## src/rtl/load_store_unit_pkg.sv

```systemverilog
// Shared types and constants for the load/store unit: access sizes, FSM states,
// bus geometry and the alignment rule used to reject bad requests.
package load_store_unit_pkg;

    localparam int BUS_W = 32;
    localparam int BE_W  = BUS_W / 8;

    typedef enum logic [1:0] {
        ST_IDLE = 2'b00,
        ST_BUSY = 2'b01,
        ST_DONE = 2'b10
    } state_e;

    typedef enum logic [1:0] {
        SZ_B = 2'b00,
        SZ_H = 2'b01,
        SZ_W = 2'b10,
        SZ_X = 2'b11
    } size_e;

    // Size 11 has no encoding, so it is treated the same as a misaligned access.
    function automatic logic is_misaligned(input logic [1:0] size, input logic [1:0] addr_lo);
        logic mis;
        case (size)
            SZ_B:    mis = 1'b0;
            SZ_H:    mis = addr_lo[0];
            SZ_W:    mis = |addr_lo;
            default: mis = 1'b1;
        endcase
        return mis;
    endfunction

endpackage

```

## src/rtl/load_store_unit_if.sv

```systemverilog
// Word-addressed req/ack data bus with byte enables between the LSU and memory.
interface load_store_unit_if;
    import load_store_unit_pkg::*;

    logic              busReq;
    logic              busWe;
    logic [BUS_W-1:0]  busAddr;
    logic [BUS_W-1:0]  busWdata;
    logic [BE_W-1:0]   busByteEn;
    logic              busAck;
    logic [BUS_W-1:0]  busRdata;

    modport master (
        output busReq, busWe, busAddr, busWdata, busByteEn,
        input  busAck, busRdata
    );

    modport slave (
        input  busReq, busWe, busAddr, busWdata, busByteEn,
        output busAck, busRdata
    );

endinterface

```

## src/rtl/load_store_unit_load_align_ext.sv

```systemverilog
// Moves the addressed byte/halfword of a bus read word down to bit 0 and
// sign- or zero-extends it to 32 bits.
module load_align_ext
    import load_store_unit_pkg::*;
(
    input  logic [BUS_W-1:0] rdata,
    input  logic [1:0]       addr_lo,
    input  logic [1:0]       size,
    input  logic             uns,
    output logic [BUS_W-1:0] result
);

    logic [BUS_W-1:0] shifted_s;

    // Lane select followed by extension according to the access size.
    always_comb begin
        shifted_s = rdata >> {addr_lo, 3'b000};
        case (size)
            SZ_B:    result = {{24{~uns & shifted_s[7]}}, shifted_s[7:0]};
            SZ_H:    result = {{16{~uns & shifted_s[15]}}, shifted_s[15:0]};
            default: result = rdata;
        endcase
    end

endmodule

```

## src/rtl/load_store_unit.sv

```systemverilog
// Load/store unit: turns a decoded memory request into one req/ack bus access,
// stalls the core meanwhile and returns the extended load data.
module load_store_unit
    import load_store_unit_pkg::*;
#(
    parameter int TIMEOUT = 255
)
(
    input  logic              i_clk,
    input  logic              i_rst_n,
    input  logic              i_memReq,
    input  logic              i_memWrite,
    input  logic [2:0]        i_funct3,
    input  logic [BUS_W-1:0]  i_addr,
    input  logic [BUS_W-1:0]  i_wdata,
    output logic              o_stall,
    output logic              o_valid,
    output logic [BUS_W-1:0]  o_rdata,
    output logic              o_misaligned,
    output logic              o_busErr,
    load_store_unit_if.master bus
);

    localparam int CNT_W = (TIMEOUT > 1) ? $clog2(TIMEOUT) : 1;
    localparam logic [CNT_W-1:0] CNT_LAST = CNT_W'((TIMEOUT > 0) ? TIMEOUT - 1 : 0);

    state_e state_r, state_next_s;
    logic [CNT_W-1:0] cnt_r, cnt_next_s;
    logic mis_s, accept_s, timeout_hit_s;
    logic [BE_W-1:0]  be_s;
    logic [BUS_W-1:0] lane_s, ext_s;

    logic req_r, we_r, valid_r, err_r, uns_r;
    logic req_next_s, we_next_s, valid_next_s, err_next_s, uns_next_s;
    logic [BUS_W-1:0] addr_r, wdata_r, rdata_r, addr_next_s, wdata_next_s, rdata_next_s;
    logic [BE_W-1:0]  be_r, be_next_s;
    logic [1:0]       addr_lo_r, size_r, addr_lo_next_s, size_next_s;

    assign mis_s         = is_misaligned(i_funct3[1:0], i_addr[1:0]);
    assign accept_s      = (state_r == ST_IDLE) && i_memReq && !mis_s;
    assign timeout_hit_s = (TIMEOUT != 0) && (cnt_r == CNT_LAST);

    // Byte enables and lane-replicated store data for the incoming request.
    always_comb begin
        case (i_funct3[1:0])
            SZ_B: begin
                be_s   = 4'b0001 << i_addr[1:0];
                lane_s = {4{i_wdata[7:0]}};
            end
            SZ_H: begin
                be_s   = 4'b0011 << {i_addr[1], 1'b0};
                lane_s = {2{i_wdata[15:0]}};
            end
            default: begin
                be_s   = 4'b1111;
                lane_s = i_wdata;
            end
        endcase
    end

    load_align_ext u_align (
        .rdata   (bus.busRdata),
        .addr_lo (addr_lo_r),
        .size    (size_r),
        .uns     (uns_r),
        .result  (ext_s)
    );

    // FSM next state; ack wins over timeout when both land on the same cycle.
    always_comb begin
        state_next_s = state_r;
        case (state_r)
            ST_IDLE: begin
                if (accept_s) state_next_s = ST_BUSY;
                else          state_next_s = ST_IDLE;
            end
            ST_BUSY: begin
                if (bus.busAck || timeout_hit_s) state_next_s = ST_DONE;
                else                             state_next_s = ST_BUSY;
            end
            ST_DONE: state_next_s = ST_IDLE;
            default: state_next_s = ST_IDLE;
        endcase
    end

    // FSM outputs: combinational stall/misaligned, next values of registered outputs.
    always_comb begin
        o_stall        = accept_s || (state_r == ST_BUSY);
        o_misaligned   = (state_r == ST_IDLE) && i_memReq && mis_s;
        req_next_s     = (state_next_s == ST_BUSY);
        valid_next_s   = (state_next_s == ST_DONE);
        err_next_s     = (state_r == ST_BUSY) && !bus.busAck && timeout_hit_s;
        rdata_next_s   = rdata_r;
        cnt_next_s     = {CNT_W{1'b0}};
        addr_next_s    = addr_r;
        wdata_next_s   = wdata_r;
        be_next_s      = be_r;
        we_next_s      = we_r;
        addr_lo_next_s = addr_lo_r;
        size_next_s    = size_r;
        uns_next_s     = uns_r;
        if (state_r == ST_BUSY && !bus.busAck) begin
            cnt_next_s = cnt_r + CNT_W'(1);
        end else begin
            cnt_next_s = {CNT_W{1'b0}};
        end
        if (state_r == ST_BUSY && bus.busAck && !we_r) begin
            rdata_next_s = ext_s;
        end else begin
            rdata_next_s = rdata_r;
        end
        if (accept_s) begin
            addr_next_s    = {i_addr[31:2], 2'b00};
            wdata_next_s   = lane_s;
            be_next_s      = be_s;
            we_next_s      = i_memWrite;
            addr_lo_next_s = i_addr[1:0];
            size_next_s    = i_funct3[1:0];
            uns_next_s     = i_funct3[2];
        end else begin
            addr_next_s    = addr_r;
        end
    end

    // State, counter and output registers.
    always_ff @(posedge i_clk or negedge i_rst_n) begin
        if (!i_rst_n) begin
            state_r   <= ST_IDLE;
            cnt_r     <= {CNT_W{1'b0}};
            req_r     <= 1'b0;
            we_r      <= 1'b0;
            valid_r   <= 1'b0;
            err_r     <= 1'b0;
            uns_r     <= 1'b0;
            addr_r    <= 32'h0000_0000;
            wdata_r   <= 32'h0000_0000;
            rdata_r   <= 32'h0000_0000;
            be_r      <= 4'b0000;
            addr_lo_r <= 2'b00;
            size_r    <= 2'b00;
        end else begin
            state_r   <= state_next_s;
            cnt_r     <= cnt_next_s;
            req_r     <= req_next_s;
            we_r      <= we_next_s;
            valid_r   <= valid_next_s;
            err_r     <= err_next_s;
            uns_r     <= uns_next_s;
            addr_r    <= addr_next_s;
            wdata_r   <= wdata_next_s;
            rdata_r   <= rdata_next_s;
            be_r      <= be_next_s;
            addr_lo_r <= addr_lo_next_s;
            size_r    <= size_next_s;
        end
    end

    assign bus.busReq    = req_r;
    assign bus.busWe     = we_r;
    assign bus.busAddr   = addr_r;
    assign bus.busWdata  = wdata_r;
    assign bus.busByteEn = be_r;
    assign o_valid       = valid_r;
    assign o_busErr      = err_r;
    assign o_rdata       = rdata_r;

endmodule

```

## src/flat_wrapper.sv

```systemverilog
// flat-port wrapper written by rule: the top's interface ports become plain ports
module load_store_unit_flat import load_store_unit_pkg::*;
#(
    parameter int TIMEOUT = 255
)
  (i_clk, i_rst_n, i_memReq, i_memWrite, i_funct3, i_addr, i_wdata, o_stall, o_valid, o_rdata, o_misaligned, o_busErr, bus_busReq, bus_busWe, bus_busAddr, bus_busWdata, bus_busByteEn, bus_busAck, bus_busRdata);
  load_store_unit_if bus_i ();
  input  logic i_clk;
  input  logic i_rst_n;
  input  logic i_memReq;
  input  logic i_memWrite;
  input  logic [2:0] i_funct3;
  input  logic [BUS_W-1:0] i_addr;
  input  logic [BUS_W-1:0] i_wdata;
  output logic o_stall;
  output logic o_valid;
  output logic [BUS_W-1:0] o_rdata;
  output logic o_misaligned;
  output logic o_busErr;
  output wire logic [$bits(bus_i.busReq)-1:0] bus_busReq;
  output wire logic [$bits(bus_i.busWe)-1:0] bus_busWe;
  output wire logic [$bits(bus_i.busAddr)-1:0] bus_busAddr;
  output wire logic [$bits(bus_i.busWdata)-1:0] bus_busWdata;
  output wire logic [$bits(bus_i.busByteEn)-1:0] bus_busByteEn;
  input wire logic [$bits(bus_i.busAck)-1:0] bus_busAck;
  input wire logic [$bits(bus_i.busRdata)-1:0] bus_busRdata;
  assign bus_busReq = bus_i.busReq;
  assign bus_busWe = bus_i.busWe;
  assign bus_busAddr = bus_i.busAddr;
  assign bus_busWdata = bus_i.busWdata;
  assign bus_busByteEn = bus_i.busByteEn;
  assign bus_i.busAck = bus_busAck;
  assign bus_i.busRdata = bus_busRdata;
  load_store_unit #(.TIMEOUT(TIMEOUT)) u_core (.i_clk(i_clk), .i_rst_n(i_rst_n), .i_memReq(i_memReq), .i_memWrite(i_memWrite), .i_funct3(i_funct3), .i_addr(i_addr), .i_wdata(i_wdata), .o_stall(o_stall), .o_valid(o_valid), .o_rdata(o_rdata), .o_misaligned(o_misaligned), .o_busErr(o_busErr), .bus(bus_i));
endmodule
```

## config.mk

```make
export PLATFORM = sky130hd
export DESIGN_NAME = load_store_unit_flat
export DESIGN_NICKNAME = d
export VERILOG_FILES = /design/src/rtl/load_store_unit_pkg.sv /design/src/rtl/load_store_unit_if.sv /design/src/rtl/load_store_unit_load_align_ext.sv /design/src/rtl/load_store_unit.sv /design/src/flat_wrapper.sv
export SDC_FILE = /design/constraint.sdc
export NUM_CORES = 1
export LEC_CHECK = 0
export CAP_MARGIN = 10
export CORE_MARGIN = 4
export CORE_UTILIZATION = 48
export CTS_CLUSTER_DIAMETER = 60
export DETAILED_ROUTE_END_ITERATION = 16
export PLACE_DENSITY = 0.87
export SETUP_SLACK_MARGIN = 0.2
export SLEW_MARGIN = 20
export SYNTH_ARGS = -nofsm -noshare
export SYNTH_HDL_FRONTEND = slang
export SYNTH_SLANG_ARGS = --single-unit
```

## constraint.sdc

```tcl
create_clock -name i_clk -period 3 [get_ports i_clk]
set_input_delay 0.3 -clock i_clk [delete_from_list [all_inputs] [get_ports i_clk]]
set_output_delay 0.3 -clock i_clk [all_outputs]
set_load 0.05 [all_outputs]
```

==> results.py, run 1 <==
metrics = {
    "layout": {
        "fin_area_sq_um": 8170,
        "antenna_cells": 0,
        "final_nets": 811,
        "drive_above_1_share_pct": 13.2,
        "area_growth_pct": 49.8,
    },
    "sta": {
        "max_freq_mhz": 434,
        "drv_slew": 0,
        "fin_crit_ns": 2.30,
        "totalNegativeSetupSlack_ns": 0,
        "worst_clock_skew_ns": 0.00682,
        "rsz0062_at_grt": "false",
        "whs_ns": -0.0156,
        "slew_headroom_pct": 46.5,
        "worst_slew_pin_slew_ns": 0.803,
        "hold_viol": 10,
        "finalSetupViolations": 0,
        "period_share_pct": 76.8,
    },
    "clock_network": {
        "tritoncts": "built",
        "clkSlewWorstSetupHoldPaths_ns": 0.05,
        "cts_htree_levels": 4,
        "hold_buffers": 0,
        "cts_setup_buffers": 0,
        "cts_buffers": 17,
        "cts_resized": 0,
        "insertion_delay_ns": 0.41,
        "cts_buffer_depth": 2,
        "cts.sink_count": 117,
        "cts_root_buf": "clkbuf_16",
    },
    "global_routing": {
        "antenna_found_initial": 0,
        "grt_pass1_wl_microns": 24900,
        "grt-ovfl-total": 0,
        "gr-usage-all-layers_pct": 24.6,
        "grt_pass1_vias": 4808,
        "grt_max_degree": 66,
    },
    "pwr": {
        "switchingPower_mw": 3.73,
        "power_mw": 8.46,
        "leakage_nw": 3.65,
        "p_int_mw": 4.73,
        "power_density_nw_per_um2": 1040,
        "comb_power_share_pct": 48.0,
        "p_seq_share_pct": 29.6,
        "vdd_drop_max_v": 0.000838,
        "p_clk_share_pct": 22.5,
        "swShare_pct": 44.0,
    },
    "routing": {
        "drc_errors": 0,
        "drt_iter0_markers": 419,
        "wirelength_microns": 15900,
        "wire_per_inst_microns": 18.5,
        "drtPass1Iterations": 5,
        "drt.antenna.violating_nets": 0,
        "avgViaCountPerCell": 5.40,
        "via_count": 4637,
    },
    "worst_setup_path": {
        "crit_fanout": 16,
        "cp.required_ns": 3.31,
        "crit_slowest_cell": "dfrtp_1",
        "cp_cell_sequence": "mux2i_1, o221ai_1, nand4_1, nand3_1",
        "ff2ff_path_depth": 4,
        "r2r-end": "u_core.o_rdata[18]",
        "r2r-start": "u_core.addr_lo_r[1]",
        "r2r_slack_ns": 0.70,
        "end_kind": "flip-flop",
        "crit_arrival_ns": 2.62,
        "cp-start-kind": "flip-flop",
        "crit_buf_inv": 0,
        "crit_family": "simple AND/OR/NAND/NOR gates",
        "cp_slowest_stage_delay_ns": 0.79,
        "critPathKind": "reg -> reg",
    },
    "placed_design": {
        "place_congestion": 0.854,
        "hpwl_microns": 11600,
        "placed_area_sq_um": 7600,
        "port_buffers": 207,
    },
    "floorplanning": {
        "ios": 210,
        "die_w_microns": 115,
        "die_y_microns": 115,
        "dieArea_sq_um": 13100,
        "core-area_sq_um": 11000,
        "num_rows": 38,
        "start_util_pct": 49.6,
    },
    "synth": {
        "ys_types": 44,
        "synth_area_leaders": "dfrtp_1 54%, mux2i_1 6.4%, mux2_4 5.2%",
        "synth_top_area_cell": "dfrtp_1",
        "syn_inst": 505,
        "yosys_warnings": 0,
        "yosysTopAreaCellShare_pct": 53.7,
        "synth_area_per_cell_sq_um": 10.8,
        "syn_area_sq_um": 5450,
        "synth_seq_cells": 117,
        "ys_seq_area_share_pct": 53.7,
    },
    "run_status": {
        "status": "finished, violations left",
        "failed_checks": "hold timing",
    },
    "hold_path": {
        "hp-class": "in -> async",
    },
    "flow_run": {
        "maxCapViolations": 0,
    },
}
## cell families (layout without fill, tap and decap cells)
logic type / count (synthesis) / after routing / share of synthesized area (%)
buffers and inverters: 38 / 250 / 3.74
xor gates and xnor gates: 7 / 7 / 1.12
DFF: 117 / 117 / 53.7
other: 1 / 2 / 0.0688
and+or+nand+nor: 169 / 169 / 14.0
muxes: 79 / 79 / 16.8
adders and majority gates: 2 / 2 / 0.459
AOI/OAI and AO/OA: 92 / 92 / 10.1
## flip-flops by register name (all words and copies together) (netlist names)
name / count
u_core.bus.busReq: 1
u_core.size_r: 2
u_core.bus.busByteEn: 4
u_core.uns_r: 1
u_core.bus.busAddr: 30
u_core.bus.busWe: 1
u_core.cnt_r: 8
u_core.o_rdata: 32
u_core.addr_lo_r: 2
u_core.state_r: 2
u_core.o_busErr: 1
u_core.o_valid: 1
u_core.bus.busWdata: 32
## cells in the mapped netlist (all sizes together)
cell type,instances
a211oi,1
a21o,7
a21oi,18
a22o,1
a2bb2oi,9
and2,1
and3,1
and4,2
buf,21
clkbuf,16
conb,1
dfrtp,117
ha,2
inv,1
mux2,44
mux2i,35
nand2,74
nand2b,4
nand3,35
nand3b,1
nand4,2
nand4bb,1
nor2,39
nor2b,1
nor3,4
nor3b,3
o211ai,1
o21ai,45
o221ai,1
o22ai,7
o311ai,2
or2,1
xnor2,1
xor2,6
## stage by stage
step | util [%] | std cells | setup slack [ns] | hold slack (ns)
finish | 74.3 | 858 | 0.695 | -0.0156
global route | 74.3 | 858 | 0.578 | 0.0463
CTS | 74.3 | 858 | 0.723 | 0.0129
detailed placement | 69.2 | 826 | 0.647 | 0.450
global placement | 69.2 | 826 | 0.756 | 0.430
floorplan | - | 506 | 1.04 | 0.00441
## power by group through the flow
stage          combinational [mW]  sequential [mW]  clock (mW)
4_1_cts                      4.08             2.50        1.93
5_1_grt                      4.23             2.57        2.00
2_1_floorplan               0.949             4.14           0
6_report                     4.06             2.50        1.90
3_3_place_gp                 3.99             2.50           0
3_5_place_dp                 4.06             2.51           0
## cell usage in the layout, fill, tap and decap left out, drive strengths merged, types with 18 or more instances in the layout
| master | count |
|---|---|
| clkdlybuf4s50 | 204 |
| dfrtp | 117 |
| nand2 | 74 |
| o21ai | 45 |
| mux2 | 44 |
| nor2 | 39 |
| nand3 | 35 |
| mux2i | 35 |
| clkbuf | 20 |
| a21oi | 18 |
## how the worst max path moves through the flow
stage	cells after the start	startpoint	slack [ns]	to
final	4	u_core.addr_lo_r[1]	0.70	u_core.o_rdata[18]
after global routing	4	u_core.addr_lo_r[1]	0.58	u_core.o_rdata[29]
after CTS	4	u_core.addr_lo_r[1]	0.72	u_core.o_rdata[18]
after detailed placement	6	bus_busAck	0.65	u_core.o_rdata[27]
after global placement	6	bus_busAck	0.76	u_core.o_rdata[22]
after floorplan	3	u_core.state_r[1]	1.04	o_misaligned
## metal layers
metal / wire length [microns] / global-route usage [%] / share of wire [%]
met1: 5990 / 28.5 / 38
met2: 8030 / 42.2 / 51
met3: 1550 / 8.51 / 9.7
met4: 301 / 8.47 / 1.9
met5: 0 / 0 / 0
## area by class of cell
cell class | count | area (sq um)
multi-input cells | 351 | 2330
repair buffers | 217 | 2160
flip-flops and latches | 117 | 2930
inverters | 1 | 3.75
well taps | 140 | 175
fillers | 736 | 2820
clock buffers | 20 | 457
clock inverters | 12 | 106
No activity file was read; power rests on OpenSTA's default activity.
==> inputs of run 2 (changes only) <==
- CORE_UTILIZATION: 48 -> 40
- PLACE_DENSITY: 0.87 -> 0.77
- clock period: 3 -> 2 ns (I/O delays scaled with it)
==> results.py, run 2 (synthesized netlist as in run 1, its figures left out) <==
metrics = {
    "run_status": {
        "status": "complete, no violations",
    },
    "sta": {
        "worst_clock_skew_ns": 0.00697,
        "period_share_pct": 89.0,
        "drv_slew": 0,
        "max_freq_mhz": 562,
        "rsz0062_at_grt": "true",
        "totalNegativeSetupSlack_ns": 0,
        "worst_slew_pin_slew_ns": 0.553,
        "fin_crit_ns": 1.78,
        "finalSetupViolations": 0,
        "slew_headroom_pct": 63.0,
        "hold_viol": 0,
        "setup_slack_ns": 0.219,
    },
    "layout": {
        "area_growth_pct": 56.5,
        "fin_area_sq_um": 8530,
        "fin_util_pct": 64.2,
        "antenna_cells": 0,
        "drive_above_1_share_pct": 16.4,
        "final_nets": 831,
        "final_cell_mix": "118 x clkdlybuf4s50_1, 116 x dfrtp_1, 72 x nand2_1, 44 x o21ai_0, 44 x dlymetal6s2s_1",
        "layout_commonest_cell": "clkdlybuf4s50_1",
    },
    "worst_setup_path": {
        "ff2ff_path_depth": 6,
        "crit_fanout": 6,
        "cp-start-kind": "flip-flop",
        "cp.required_ns": 1.80,
        "r2r_slack_ns": 0.25,
        "crit_end": "o_stall",
        "crit_start": "u_core.state_r[1]",
        "critPathKind": "reg -> out",
        "crit_arrival_ns": 1.58,
        "r2r-end": "u_core.bus.busAddr[26]",
        "r2r-start": "u_core.state_r[1]",
        "end_kind": "primary output",
    },
    "floorplanning": {
        "core-area_sq_um": 13300,
        "die_y_microns": 125,
        "start_util_pct": 41.0,
        "num_rows": 42,
        "die_w_microns": 125,
        "ios": 210,
        "dieArea_sq_um": 15600,
    },
    "placed_design": {
        "port_buffers": 207,
        "placed_area_sq_um": 7770,
        "hpwl_microns": 11900,
        "preCtsSetupSlack_ns": 0.0367,
        "place_congestion": 0.923,
    },
    "routing": {
        "drt_iter0_markers": 492,
        "drtPass1Iterations": 6,
        "drc_errors": 0,
        "drt.antenna.violating_nets": 0,
        "avgViaCountPerCell": 5.17,
        "via_count": 4725,
        "wire_per_inst_microns": 17.8,
        "wirelength_microns": 16300,
    },
    "global_routing": {
        "gr-usage-all-layers_pct": 20.9,
        "antenna_found_initial": 0,
        "grt_max_degree": 61,
        "grt_pass1_wl_microns": 25800,
        "grt_pass1_vias": 4984,
        "grt-ovfl-total": 0,
    },
    "clock_network": {
        "cts_root_buf": "clkbuf_16",
        "cts_buffers": 17,
        "clkSlewWorstSetupHoldPaths_ns": 0.05,
        "insertion_delay_ns": 0.41,
        "cts_buffer_depth": 2,
        "cts_htree_levels": 4,
        "cts.sink_count": 117,
        "tritoncts": "built",
    },
    "pwr": {
        "power_density_nw_per_um2": 1490,
        "vdd_drop_max_v": 0.000742,
        "leakage_nw": 4.36,
    },
    "flow_run": {
        "maxCapViolations": 0,
    },
    "hold_path": {
        "hp-class": "in -> async",
    },
}
-- run 2: cell count changes in the layout (fill, tap and decap cells not counted), moves of 2 or more --
cell / previous run / this run
clkdlybuf4s50_1: 204 / 118
dlymetal6s2s_1: 0 / 44
buf_4: 11 / 25
buf_6: 0 / 2
nand2_1: 74 / 72
dlygate4sd2_1: 0 / 42
clkinvlp_4: 7 / 2
clkbuf_8: 2 / 6
-- run 2: area by class of cell --
class | count | area, sq um
tap | 176 | 220
fill | 1049 | 4760
clock buffer | 24 | 512
multi-input combinational | 351 | 2350
inverter | 1 | 3.75
timing repair buffer | 237 | 2420
clock inverter | 8 | 95.1
sequential | 117 | 2930
-- run 2: worst max-delay path, stage by stage, from the launching register on --
cell	delay (ns)
dfrtp_1	0.43
buf_4	0.15
buf_4	0.12
nand2b_2	0.23
nand2_4	0.10
buf_8	0.14
-- run 2: worst min path at each step --
stage,start,to,cells after the start
after floorplan,i_rst_n,u_core.addr_lo_r[0],0
after global placement,i_rst_n,u_core.bus.busAddr[29],1
after CTS,i_rst_n,u_core.bus.busAddr[10],2
final,i_rst_n,u_core.bus.busAddr[2],2
after detailed placement,i_rst_n,u_core.bus.busAddr[24],1
after global routing,i_rst_n,u_core.bus.busAddr[2],2
-- run 2: timing repair --
action	4_1_cts	5_1_grt
endpoints found under the hold margin	26	0
hold buffers	1	0
gates resized for setup	43	55
pin swaps	1	3
endpoints found under the setup margin	43	74
setup buffers	3	3
-- run 2: metal layers --
layer  share of wire [%]  vias up  global-route usage, %
met2                  48      244                   33.6
li1                    -     2200                      -
met3                 8.2       37                   7.38
met1                  41     2244                   25.3
met5                   0        -                      0
met4                 2.8        0                   9.03
-- run 2: power breakdown --
part | internal [mW] | total [mW] | switching (mW)
clock network | 2.02 | 3.04 | 1.02
registers | 3.15 | 3.67 | 0.516
logic | 2.04 | 6.02 | 3.98
-- run 2: through the flow --
step	power [mW]	hold slack, ns	cells
3_5_place_dp	9.93	0.150	875
4_1_cts	12.8	0.274	911
5_1_grt	13.3	0.314	914
6_report	12.7	0.297	914
3_3_place_gp	9.82	0.142	875
2_1_floorplan	7.63	-0.0956	506
